## src/rtl/dual_7_seg_decoder.sv

```systemverilog
// dual_7_seg_decoder: debounces a pair of 7-segment patterns and presents each new
// stable pair as BCD digits plus binary value on a valid/ready output.
module dual_7_seg_decoder #(
    parameter int unsigned STABLE_CYCLES = 4
) (
    input  logic       clk_i,
    input  logic       rst_ni,
    input  logic [6:0] seg_tens_i,
    input  logic [6:0] seg_ones_i,
    input  logic       ready_i,
    output logic       valid_o,
    output logic [3:0] tens_o,
    output logic [3:0] ones_o,
    output logic [6:0] value_o,
    output logic       err_o,
    output logic [7:0] err_cnt_o
);
    localparam int CW = $clog2(STABLE_CYCLES + 1);

    typedef enum logic {SETTLE, PRESENT} state_t;

    state_t        state_q, state_d;
    logic [13:0]   sample_q, last_q, last_d, pair_q, pair_d;
    logic [CW-1:0] cnt_q, cnt_d;
    logic          first_q, first_d;
    logic [3:0]    tens_q, tens_d, ones_q, ones_d;
    logic [6:0]    value_q, value_d;
    logic          err_q, err_d;
    logic [7:0]    err_cnt_q, err_cnt_d;

    logic [13:0]   pair_in;
    logic [3:0]    tens_dec, ones_dec;
    logic          dec_err, stable, new_pair;
    logic [6:0]    dec_value;

    function automatic logic [3:0] seg_to_digit(input logic [6:0] s);
        case (s)
            7'h3F:   return 4'd0;
            7'h06:   return 4'd1;
            7'h5B:   return 4'd2;
            7'h4F:   return 4'd3;
            7'h66:   return 4'd4;
            7'h6D:   return 4'd5;
            7'h7D:   return 4'd6;
            7'h07:   return 4'd7;
            7'h7F:   return 4'd8;
            7'h6F:   return 4'd9;
            default: return 4'hF;
        endcase
    endfunction

    assign pair_in   = {seg_tens_i, seg_ones_i};
    assign tens_dec  = seg_to_digit(sample_q[13:7]);
    assign ones_dec  = seg_to_digit(sample_q[6:0]);
    assign dec_err   = (tens_dec == 4'hF) || (ones_dec == 4'hF);
    assign dec_value = dec_err ? 7'd0 : 7'(tens_dec) * 7'd10 + 7'(ones_dec);
    assign stable    = cnt_q == CW'(STABLE_CYCLES);
    // A pair already emitted is suppressed until something different has been emitted.
    assign new_pair  = first_q || (sample_q != last_q);

    always_comb begin
        cnt_d = (pair_in == sample_q) ? (stable ? cnt_q : cnt_q + CW'(1)) : CW'(1);
    end

    always_comb begin
        state_d   = state_q;
        last_d    = last_q;
        pair_d    = pair_q;
        first_d   = first_q;
        tens_d    = tens_q;
        ones_d    = ones_q;
        value_d   = value_q;
        err_d     = err_q;
        err_cnt_d = err_cnt_q;
        case (state_q)
            SETTLE: begin
                if (stable && new_pair) begin
                    state_d   = PRESENT;
                    pair_d    = sample_q;
                    tens_d    = tens_dec;
                    ones_d    = ones_dec;
                    value_d   = dec_value;
                    err_d     = dec_err;
                    err_cnt_d = (dec_err && err_cnt_q != 8'hFF) ? err_cnt_q + 8'd1 : err_cnt_q;
                end
            end
            PRESENT: begin
                if (ready_i) begin
                    state_d = SETTLE;
                    last_d  = pair_q;
                    first_d = 1'b0;
                end
            end
            default: state_d = SETTLE;
        endcase
    end

    always_ff @(posedge clk_i or negedge rst_ni) begin
        if (!rst_ni) begin
            state_q   <= SETTLE;
            sample_q  <= '0;
            cnt_q     <= '0;
            first_q   <= 1'b1;
            last_q    <= '0;
            pair_q    <= '0;
            tens_q    <= '0;
            ones_q    <= '0;
            value_q   <= '0;
            err_q     <= 1'b0;
            err_cnt_q <= '0;
        end else begin
            state_q   <= state_d;
            sample_q  <= pair_in;
            cnt_q     <= cnt_d;
            first_q   <= first_d;
            last_q    <= last_d;
            pair_q    <= pair_d;
            tens_q    <= tens_d;
            ones_q    <= ones_d;
            value_q   <= value_d;
            err_q     <= err_d;
            err_cnt_q <= err_cnt_d;
        end
    end

    assign valid_o   = state_q == PRESENT;
    assign tens_o    = tens_q;
    assign ones_o    = ones_q;
    assign value_o   = value_q;
    assign err_o     = err_q;
    assign err_cnt_o = err_cnt_q;
endmodule

```

## config.mk

```make
export PLATFORM = sky130hd
export DESIGN_NAME = dual_7_seg_decoder
export DESIGN_NICKNAME = d
export VERILOG_FILES = /design/src/rtl/dual_7_seg_decoder.sv
export SDC_FILE = /design/constraint.sdc
export NUM_CORES = 1
export LEC_CHECK = 0
export CAP_MARGIN = 15
export CORE_MARGIN = 2
export CORE_UTILIZATION = 60
export CTS_CLUSTER_SIZE = 8
export DETAILED_ROUTE_END_ITERATION = 6
export GPL_TIMING_DRIVEN = 0
export PLACE_DENSITY_LB_ADDON = 0.2
export SYNTH_ARGS = -nofsm -noshare
export SYNTH_HDL_FRONTEND = slang
export SYNTH_SLANG_ARGS = --single-unit
```

## constraint.sdc

```tcl
create_clock -name clk_i -period 5.35 [get_ports clk_i]
set_input_delay 0.535 -clock clk_i [delete_from_list [all_inputs] [get_ports clk_i]]
set_output_delay 0.535 -clock clk_i [all_outputs]
set_load 0.005 [all_outputs]
```

==> out/results.tsv, run 1 <==
stage	metric	value	unit
run_status	status	complete, no violations	
synthesis	prevailing post-synth register cell	dfrtp_1	
global_routing	Global Route Usage Sum	24.1	%
cts	# hold bufs at CTS	0	
critical_path	Arr. time, crit path	3.55	ns
layout	Layout Cells excl Fill	446	
place	GPL Wtd Cong	0.820	
power_and_ir_drop	Peak VDD IR	0.000221	V
route	WL final	7410	um
synthesis	XOR/XNOR Fraction of Synth Area	9.76	%
critical_path	RR Startpoint	sample_q[10]	
cts	Max Root-Sink Buffers	2	
timing	RSZ-0062 raised after global routing	false	
route	Vias/cell	5.67	
timing	Final Setup Violations	0	
route	drc violations	0	
critical_path	critical-path cell list	buf_6 -> or4b_4 -> o32ai_4 -> a211oi_4 -> nand2_1 -> o21ai_0 -> ha_1 -> ha_1 -> fa_1 -> nand2_1 -> nor2_1 -> xnor2_1 -> o31ai_1	
synthesis	Net Count, Synth	343	
synthesis	Yosys warning total	0	
route	Via Count	2529	
synthesis	asr flop ratio synth	100	%
global_routing	initial antenna violation count	0	
power_and_ir_drop	Pwr Density	262	nW/um^2
place	PortBufs	41	
floorplan	die footprint	6780	sq um
place	Placed Instances	431	
synthesis	post-synth cell types	48	
timing	TNS Setup	0	ns
power_and_ir_drop	standby leakage power	2.01	nW
cts	Clock Sinks	71	
job	max-cap violation count	0	
layout	Ant. Diodes	0	
critical_path	Worst R2R Path Depth	13	
synthesis	post-synthesis compound-gate area fraction	8.74	%
route	drt initial violations	141	
synthesis	Mapped Cells	315	
critical_path	Worst Path Required	5.60	ns
synthesis	mux cell area share after synthesis	11.5	%
cts	CTS resizes	0	
critical_path	CP max FO	9	
timing	Worst Clk Skew	0.0109	ns
route	DR WL/cell	16.6	um
critical_path	crit-path max cell delay	0.57	ns
layout	area delta synth->final	19.8	%
synthesis	synthesized flop and latch total	71	
synthesis	Synth Area in Adders	4.15	%
critical_path	CP endpoint kind	flop	
synthesis	simple-gate share of the synthesized area	13.1	%
critical_path	WS Path Type	reg2reg	
place	post-DP HPWL	5180	um
floorplan	Horiz. Die Dim	82.3	um
timing	Final Max Slew Viols	0	
timing	Max transition margin	41.2	%
route	drt pass-1 iters	7	
floorplan	CORE AREA	5920	sq um
timing	Final Hold Vio Count	0	
cts	Root Buffer	clkbuf_8	
global_routing	Overflow after GRT	0	
timing	Worst-Margin Slew	0.882	ns
synthesis	main combinational cell family by area after synthesis	simple AND/OR/NAND/NOR gates	
timing	minimum clock period	3.30	ns
synthesis	Post-Syn Area	3680	sq um
cts	CTS buffer count	9	
synthesis	synthesized area per cell	11.7	sq um
floorplan	I/O Pins	42	
critical_path	r2r endpoint	value_o[6]	
layout	Layout Nets	395	
worst_hold_path	type of the worst min-delay path	in2async	
floorplan	Die Height	82.3	um
timing	upper clock frequency limit	0.303	GHz
critical_path	slowest CP cell	or4b_4	
synthesis	Post-synth EDFFs	0	
cts	H-tree depth	3	
cts	Clk pin slew, worst setup/hold paths	0.07	ns
cts	worst skew pair latency	0.34	ns
floorplan	placement row count	28	
layout	share of layout cells above drive strength 1	21.6	%
critical_path	slack of the worst reg-to-reg path	2.05	ns
synthesis	Seq/Total Area, Yosys	48.3	%
cts	Post-CTS Setup Repair Bufs	0	
global_routing	largest net degree at the start of global routing	72	
route	Final ANT Viol Nets	0	
power_and_ir_drop	Total Power	0.00115	W
global_routing	number of global-route vias before repair	2533	
critical_path	Worst setup SP type	flop	
global_routing	first-pass GRT wire length	12100	um
timing	Final Cycle Share	61.7	%
cts	CTS tree	built	
floorplan	Starting Density	62.2	%
[layout by cell type (no fill, tap or decap), types with 4 or more instances in the layout]
| cell | n |
|---|---|
| nand2b_1 | 4 |
| o21ai_0 | 10 |
| ha_1 | 9 |
| buf_6 | 7 |
| clkdlybuf4s50_1 | 40 |
| inv_1 | 4 |
| nor3_1 | 6 |
| nand3_1 | 9 |
| nand4_1 | 6 |
| xnor2_1 | 12 |
| nor2_1 | 12 |
| mux2_2 | 35 |
| xor2_1 | 29 |
| clkbuf_8 | 9 |
| nand2_1 | 31 |
| dfrtp_1 | 70 |
| buf_2 | 5 |
| nor4_1 | 6 |
| buf_4 | 5 |
| o31ai_1 | 6 |
| clkbuf_1 | 6 |
| a21oi_1 | 6 |
[cell usage after synthesis (2+ instances only)]
library cell	count	area, sq um
a21o_1	3	22.5
a21oi_1	6	30.0
and2_1	2	12.5
buf_2	5	25.0
buf_4	4	30.0
buf_6	7	78.8
clkbuf_1	4	15.0
dfrtp_1	70	1750
fa_1	2	40.0
ha_1	9	113
inv_1	4	15.0
mux2_2	35	394
mux2_4	2	30.0
nand2_1	31	116
nand2b_1	4	25.0
nand3_1	9	45.0
nand4_1	6	37.5
nor2_1	12	45.0
nor2b_1	2	12.5
nor3_1	6	30.0
nor3b_1	2	15.0
nor4_1	6	37.5
nor4b_1	2	17.5
o211ai_1	2	15.0
o21ai_0	10	50.1
o22ai_1	3	18.8
o31ai_1	6	45.0
or4b_4	2	27.5
xnor2_1	12	105
xor2_1	29	254
[metrics by stage]
step	instance area (sq um)	hold slack [ns]	util [%]	worst slack, ns
global placement	4190	0.465	70.7	1.46
finish	4410	0.283	74.5	2.05
CTS	4410	0.346	74.5	2.06
detailed placement	4180	0.475	70.6	2.11
global route	4410	0.386	74.5	1.84
floorplan	3680	0.239	-	2.33
[worst max-delay path, delay by kind of cell (launching register included)]
| family | cells | cell delay, ns |
|---|---|---|
| buffers and inverters | 1 | 0.14 |
| flip-flops | 1 | 0.39 |
| XOR/XNOR | 1 | 0.08 |
| AND/OR/NAND/NOR | 4 | 0.89 |
| AO/OA/AOI/OAI | 4 | 0.64 |
| adder cells (fa/ha/maj) | 3 | 1.07 |
[power by group]
| group | leakage, nW | switching [W] | total, W | internal [W] |
|---|---|---|---|---|
| clock | 0.113 | 0.000195 | 0.000502 | 0.000307 |
| sequential | 0.951 | 0.00000248 | 0.000544 | 0.000542 |
| combinational | 0.947 | 0.0000612 | 0.000108 | 0.0000471 |
[area by class of cell]
class,count,area [sq um]
flip-flops and latches,71,1780
fillers,397,1510
plain buffers,20,149
repair buffers,41,408
clock buffers,11,131
inverters,4,15.0
well taps,75,93.8
multi-input cells,220,1740
clock inverters,4,95.1
[state kept, by name, summed over array words and instances (netlist names)]
signal,flops
last_q,14
pair_q,14
sample_q,14
err_cnt_o,8
value_o,7
ones_o,4
tens_o,4
cnt_q,3
err_o,1
first_q,1
valid_o,1
[cell families (layout without fill, tap and decap cells)]
| group | count (synthesis) | count (layout) |
|---|---|---|
| buffers and inverters | 24 | 80 |
| xor gates and xnor gates | 41 | 41 |
| and+or+nand+nor | 91 | 91 |
| AOI/OAI and AO/OA | 40 | 40 |
| DFF | 71 | 71 |
| adders and majority gates | 11 | 11 |
| muxes | 37 | 37 |
[worst max path at each step]
stage / startpoint / to / slack (ns) / cells past startpoint
detailed placement: sample_q[10] / value_o[6] / 2.11 / 13
floorplan: sample_q[10] / value_o[6] / 2.33 / 13
global placement: rst_ni / last_q[3] / 1.46 / 1
CTS: sample_q[10] / value_o[6] / 2.06 / 13
global route: sample_q[10] / value_o[6] / 1.84 / 13
finish: sample_q[10] / value_o[6] / 2.05 / 13
[routing by layer]
metal  up-vias  wire, um  GRT usage [%]
met1      1230      3410           31.1
met2        76      3570           39.3
met5         -         0              0
met3        17       287           5.33
li1       1206         -              -
met4         0       140           9.83
No activity file was read; power rests on OpenSTA's default activity.
==> run 2: changes to the inputs <==
--- a/config.mk
+++ b/config.mk
@@ -7,7 +7,7 @@
 export LEC_CHECK = 0
 export CAP_MARGIN = 15
 export CORE_MARGIN = 2
-export CORE_UTILIZATION = 60
+export CORE_UTILIZATION = 51
 export CTS_CLUSTER_SIZE = 8
 export DETAILED_ROUTE_END_ITERATION = 6
 export GPL_TIMING_DRIVEN = 0
==> constraint.sdc (replaced) <==
create_clock -name clk_i -period 2.7 [get_ports clk_i]
set_input_delay 0.27 -clock clk_i [delete_from_list [all_inputs] [get_ports clk_i]]
set_output_delay 0.27 -clock clk_i [all_outputs]
set_load 0.005 [all_outputs]
==> out/results.tsv, run 2 (synthesis gave the netlist of run 1 again) <==
stage	metric	value	unit
run_status	status	finished, violations left	
run_status	failing checks	setup timing	
timing	upper clock frequency limit	0.331	GHz
global_routing	Overflow after GRT	0	
critical_path	Worst R2R Path Depth	11	
power_and_ir_drop	standby leakage power	2.07	nW
route	Via Count	2535	
place	post-DP HPWL	5000	um
power_and_ir_drop	Pwr Density	500	nW/um^2
layout	Ant. Diodes	0	
layout	area delta synth->final	24.0	%
cts	Clock Sinks	71	
critical_path	r2r endpoint	value_o[5]	
timing	Final Setup Violations	2	
layout	largest registers	last_q: 14 flops, pair_q: 14 flops, sample_q: 14 flops	
timing	Worst-Margin Slew	0.893	ns
global_routing	Global Route Usage Sum	20.2	%
layout	commonest non-fill, non-tap cell in the layout	dfrtp_1	
route	Final ANT Viol Nets	0	
layout	share of layout cells above drive strength 1	27.2	%
power_and_ir_drop	Comb power frac	10.7	%
power_and_ir_drop	Peak VDD IR	0.000372	V
timing	Final WS setup	-0.321	ns
power_and_ir_drop	Switch Pwr	0.000522	W
cts	CTS tree	built	
route	drt pass-1 iters	6	
cts	worst skew pair latency	0.34	ns
critical_path	slowest CP cell	or4b_4	
global_routing	first-pass GRT wire length	12000	um
cts	CTS buffer count	9	
global_routing	largest net degree at the start of global routing	72	
layout	Layout Nets	405	
power_and_ir_drop	Switching Share	22.9	%
timing	RSZ-0062 raised after global routing	true	
global_routing	initial antenna violation count	0	
timing	Final Hold Vio Count	0	
critical_path	CP endpoint kind	flop	
critical_path	Worst setup SP type	flop	
route	drc violations	0	
timing	minimum clock period	3.02	ns
route	WL final	7400	um
floorplan	placement row count	30	
cts	Clk pin slew, worst setup/hold paths	0.08	ns
timing	Final Cycle Share	112	%
power_and_ir_drop	Reg power frac	47.3	%
layout	most frequent cells in the layout	69 x dfrtp_1, 40 x clkdlybuf4s50_1, 35 x mux2_2	
critical_path	WS Path Type	reg2reg	
floorplan	die footprint	7910	sq um
timing	Max transition margin	40.5	%
power_and_ir_drop	Total Power	0.00228	W
cts	H-tree depth	3	
floorplan	Horiz. Die Dim	89.0	um
job	max-cap violation count	0	
floorplan	I/O Pins	42	
cts	Root Buffer	clkbuf_8	
worst_hold_path	type of the worst min-delay path	in2async	
critical_path	RR Startpoint	sample_q[10]	
timing	Worst Clk Skew	0.0116	ns
timing	worst hold slack	0.0225	ns
cts	Max Root-Sink Buffers	2	
critical_path	slack of the worst reg-to-reg path	-0.32	ns
critical_path	Arr. time, crit path	3.27	ns
floorplan	CORE AREA	6910	sq um
critical_path	Worst Path Required	2.95	ns
floorplan	Starting Density	53.3	%
floorplan	Die Height	89.0	um
critical_path	CP max FO	4	
critical_path	critical-path cell list	or4b_4 -> o32ai_4 -> a211oi_4 -> nand2_2 -> o21ai_2 -> ha_1 -> ha_2 -> fa_1 -> buf_4 -> xnor2_2 -> o31ai_1	
place	PortBufs	41	
route	drt initial violations	97	
global_routing	number of global-route vias before repair	2409	
power_and_ir_drop	Clk pwr share	42.0	%
place	GPL Wtd Cong	0.822	
timing	Final Max Slew Viols	0	
route	DR WL/cell	15.5	um
critical_path	crit-path max cell delay	0.58	ns
power_and_ir_drop	internal power	0.00176	W
route	Vias/cell	5.30	
run 2: changes by cell type in the layout (fill, tap and decap cells not counted), sizes merged:
cell    change
buf        +10
clkbuf      +2
bufinv      -1
run 2: power groups by stage:
stage / logic [W] / clock network (W) / registers (W)
floorplan: 0.000136 / 0 / 0.00110
global placement: 0.000210 / 0 / 0.00110
detailed placement: 0.000212 / 0 / 0.00110
CTS: 0.000225 / 0.000976 / 0.00108
global route: 0.000272 / 0.00102 / 0.00108
finish: 0.000245 / 0.000957 / 0.00108
run 2: through the flow:
| step | instances | cell area (sq um) | setup WS [ns] | TNS, ns | utilization (%) |
|---|---|---|---|---|---|
| floorplan | 315 | 3680 | -0.296 | -0.426 | - |
| global placement | 452 | 4210 | -1.05 | -74.46 | 61.0 |
| detailed placement | 452 | 4210 | -0.509 | -1.06 | 61.0 |
| CTS | 474 | 4490 | -0.359 | -0.783 | 65.1 |
| global route | 478 | 4570 | -0.450 | -0.929 | 66.1 |
| finish | 478 | 4570 | -0.321 | -0.633 | 66.1 |
run 2: metal layers:
| metal | share of wire, % | global-route usage (%) |
|---|---|---|
| met5 | 0 | 0 |
| met1 | 48 | 28.0 |
| met2 | 48 | 31.8 |
| met3 | 3.1 | 4.80 |
| met4 | 1.4 | 6.24 |
run 2: cell type report:
class,count,area (sq um)
plain buffers,19,139
clock buffers,13,159
clock inverters,3,65.1
fillers,573,2340
inverters,4,15.0
multi-input cells,220,1790
flip-flops and latches,71,1780
well taps,96,120
repair buffers,52,494
run 2: how the worst max path moves through the flow:
stage | from | end | slack [ns] | cells after the start
floorplan | sample_q[13] | value_o[6] | -0.30 | 13
global placement | rst_ni | cnt_q[2] | -1.05 | 1
detailed placement | sample_q[13] | value_o[6] | -0.51 | 13
CTS | sample_q[10] | value_o[6] | -0.36 | 13
global route | sample_q[10] | value_o[6] | -0.45 | 12
finish | sample_q[10] | value_o[5] | -0.32 | 11
run 2: repair_timing:
item,CTS,global route
setup buffers,6,5
resized for setup,4,11
pin swaps,11,3
endpoints found under the setup margin,4,6
hold buffers,0,0
run 2: critical path: cells and delay by family, from the launching register on:
| kind | cells | cell delay, ns |
|---|---|---|
| AOI/OAI and AO/OA | 4 | 0.56 |
| xor gates and xnor gates | 1 | 0.11 |
| and+or+nand+nor | 2 | 0.70 |
| buffers and inverters | 1 | 0.16 |
| DFF | 1 | 0.45 |
| adders and majority gates | 3 | 0.94 |
==> run 3: changes to the inputs <==
--- a/config.mk
+++ b/config.mk
@@ -6,6 +6,7 @@
 export NUM_CORES = 1
 export LEC_CHECK = 0
 export CAP_MARGIN = 15
+export CORE_ASPECT_RATIO = 0.8
 export CORE_MARGIN = 2
 export CORE_UTILIZATION = 51
 export CTS_CLUSTER_SIZE = 8
==> out/results.tsv, run 3 (synthesis gave the netlist of run 1 again) <==
stage	metric	value	unit
power_and_ir_drop	Pwr Density	500	nW/um^2
route	drt pass-1 iters	4	
global_routing	first-pass GRT wire length	12800	um
worst_hold_path	type of the worst min-delay path	in2async	
route	DR WL/cell	15.9	um
critical_path	family with the most delay on the worst path	buffers and inverters	
route	drt initial violations	187	
place	PortBufs	41	
global_routing	Global Route Usage Sum	20.8	%
layout	fill count	536	
layout	most frequent cells in the layout	70 x dfrtp_1, 40 x clkdlybuf4s50_1, 35 x mux2_2	
floorplan	Starting Density	53.2	%
floorplan	die footprint	7920	sq um
critical_path	critical-path cell list	buf_6 -> buf_4 -> nand2_4 -> o32ai_4 -> a211oi_4 -> nand2_2 -> buf_4 -> buf_4 -> buf_4 -> buf_4 -> buf_4 -> buf_4 -> buf_4 -> buf_4 -> buf_4 -> buf_4 -> buf_4 -> buf_4 -> nand2_4 -> o31ai_1	
route	Vias/cell	5.49	
timing	Final WS setup	-0.303	ns
critical_path	Worst Path Required	2.92	ns
cts	Max Root-Sink Buffers	2	
critical_path	Worst R2R Path Depth	20	
floorplan	Die Height	80.0	um
place	post-DP HPWL	5080	um
timing	Final Setup Violations	5	
place	GPL Wtd Cong	0.839	
layout	commonest non-fill, non-tap cell in the layout	dfrtp_1	
global_routing	largest net degree at the start of global routing	72	
cts	CTS tree	built	
route	drc violations	0	
floorplan	I/O Pins	42	
critical_path	worst path buffer plus inverter count	14	
power_and_ir_drop	Peak VDD IR	0.000312	V
timing	Max transition margin	42.0	%
timing	minimum clock period	3.00	ns
run_status	failing checks	setup timing	
place	Place WS	-0.496	ns
critical_path	slowest CP cell	dfrtp_1	
cts	Root Buffer	clkbuf_8	
timing	Final Max Slew Viols	0	
cts	H-tree depth	3	
floorplan	placement row count	27	
critical_path	CP max FO	5	
critical_path	crit-path max cell delay	0.37	ns
timing	Worst-Margin Slew	0.869	ns
cts	Clock Sinks	71	
critical_path	Arr. time, crit path	3.23	ns
run_status	status	finished, violations left	
layout	Layout Nets	414	
critical_path	slack of the worst reg-to-reg path	-0.30	ns
route	Via Count	2624	
global_routing	initial antenna violation count	0	
power_and_ir_drop	standby leakage power	2.14	nW
route	WL final	7600	um
layout	largest registers	last_q: 14 flops, pair_q: 14 flops, sample_q: 14 flops	
layout	Sequential Area	1780	sq um
layout	fin area	4650	sq um
layout	share of layout cells above drive strength 1	29.7	%
timing	RSZ-0062 raised after global routing	true	
critical_path	CP endpoint kind	flop	
global_routing	Overflow after GRT	0	
place	Cell Area, Placed	4200	sq um
critical_path	WS Path Type	reg2reg	
critical_path	cell repeated most along the worst path	buf_4	
timing	upper clock frequency limit	0.333	GHz
timing	Final Cycle Share	111	%
floorplan	Horiz. Die Dim	99.0	um
cts	worst skew pair latency	0.34	ns
global_routing	number of global-route vias before repair	2642	
layout	area delta synth->final	26.4	%
cts	CTS buffer count	9	
critical_path	Worst setup SP type	flop	
critical_path	r2r endpoint	value_o[4]	
power_and_ir_drop	Total Power	0.00233	W
timing	Worst Clk Skew	0.00884	ns
route	Final ANT Viol Nets	0	
job	max-cap violation count	0	
cts	# hold bufs at CTS	0	
layout	Ant. Diodes	0	
cts	Clk pin slew, worst setup/hold paths	0.08	ns
floorplan	CORE AREA	6930	sq um
timing	Final Hold Vio Count	0	
critical_path	RR Startpoint	sample_q[10]	
layout	fin util	67.2	%
layout	multi-input logic area	1810	sq um
==> run 3: worst max-delay path by stage <==
stage                   endpoint    startpoint  slack (ns)  depth (start not counted)
global placement    err_cnt_o[7]        rst_ni       -1.09                          1
detailed placement    value_o[6]  sample_q[13]       -0.50                         13
global route          value_o[6]  sample_q[10]       -0.43                         20
CTS                   value_o[6]  sample_q[10]       -0.30                         13
floorplan             value_o[6]  sample_q[13]       -0.30                         13
finish                value_o[4]  sample_q[10]       -0.30                         20
==> run 3: cell type report <==
class,count,share of cell area (%)
multi-input cells,220,38.9
flip-flops and latches,71,38.2
repair buffers,60,11.8
plain buffers,20,3.25
clock buffers,10,2.74
clock inverters,6,2.34
well taps,87,2.34
inverters,4,0.323
==> run 3: what timing repair did <==
action | in CTS | in global routing
buffers inserted | 17 | 2
pin swaps | 9 | 2
hold endpoints to repair | 0 | 0
gates resized for setup | 12 | 8
endpoints found under the setup margin | 4 | 30
==> run 3: per-layer routing <==
layer	up-vias	global-route usage [%]	wire length [um]
met4	0	5.34	53
met3	6	5.43	268
met1	1324	28.4	3710
li1	1247	-	-
met5	-	0	0
met2	47	33.2	3570
==> run 3: metrics by stage <==
| step | hold WS [ns] | TNS [ns] | std cells |
|---|---|---|---|
| after floorplan | -0.0256 | -0.426 | 315 |
| after global placement | 0.466 | -77.26 | 443 |
| after detailed placement | 0.453 | -1.01 | 443 |
| after CTS | 0.0877 | -1.12 | 476 |
| after global routing | 0.120 | -2.13 | 478 |
| final | 0.0398 | -1.50 | 478 |
==> run 3: where the power goes <==
part | leakage (nW) | internal, W | switching (W)
combinational | 1.07 | 0.000116 | 0.000132
clock | 0.120 | 0.000612 | 0.000389
sequential | 0.951 | 0.00107 | 0.00000485
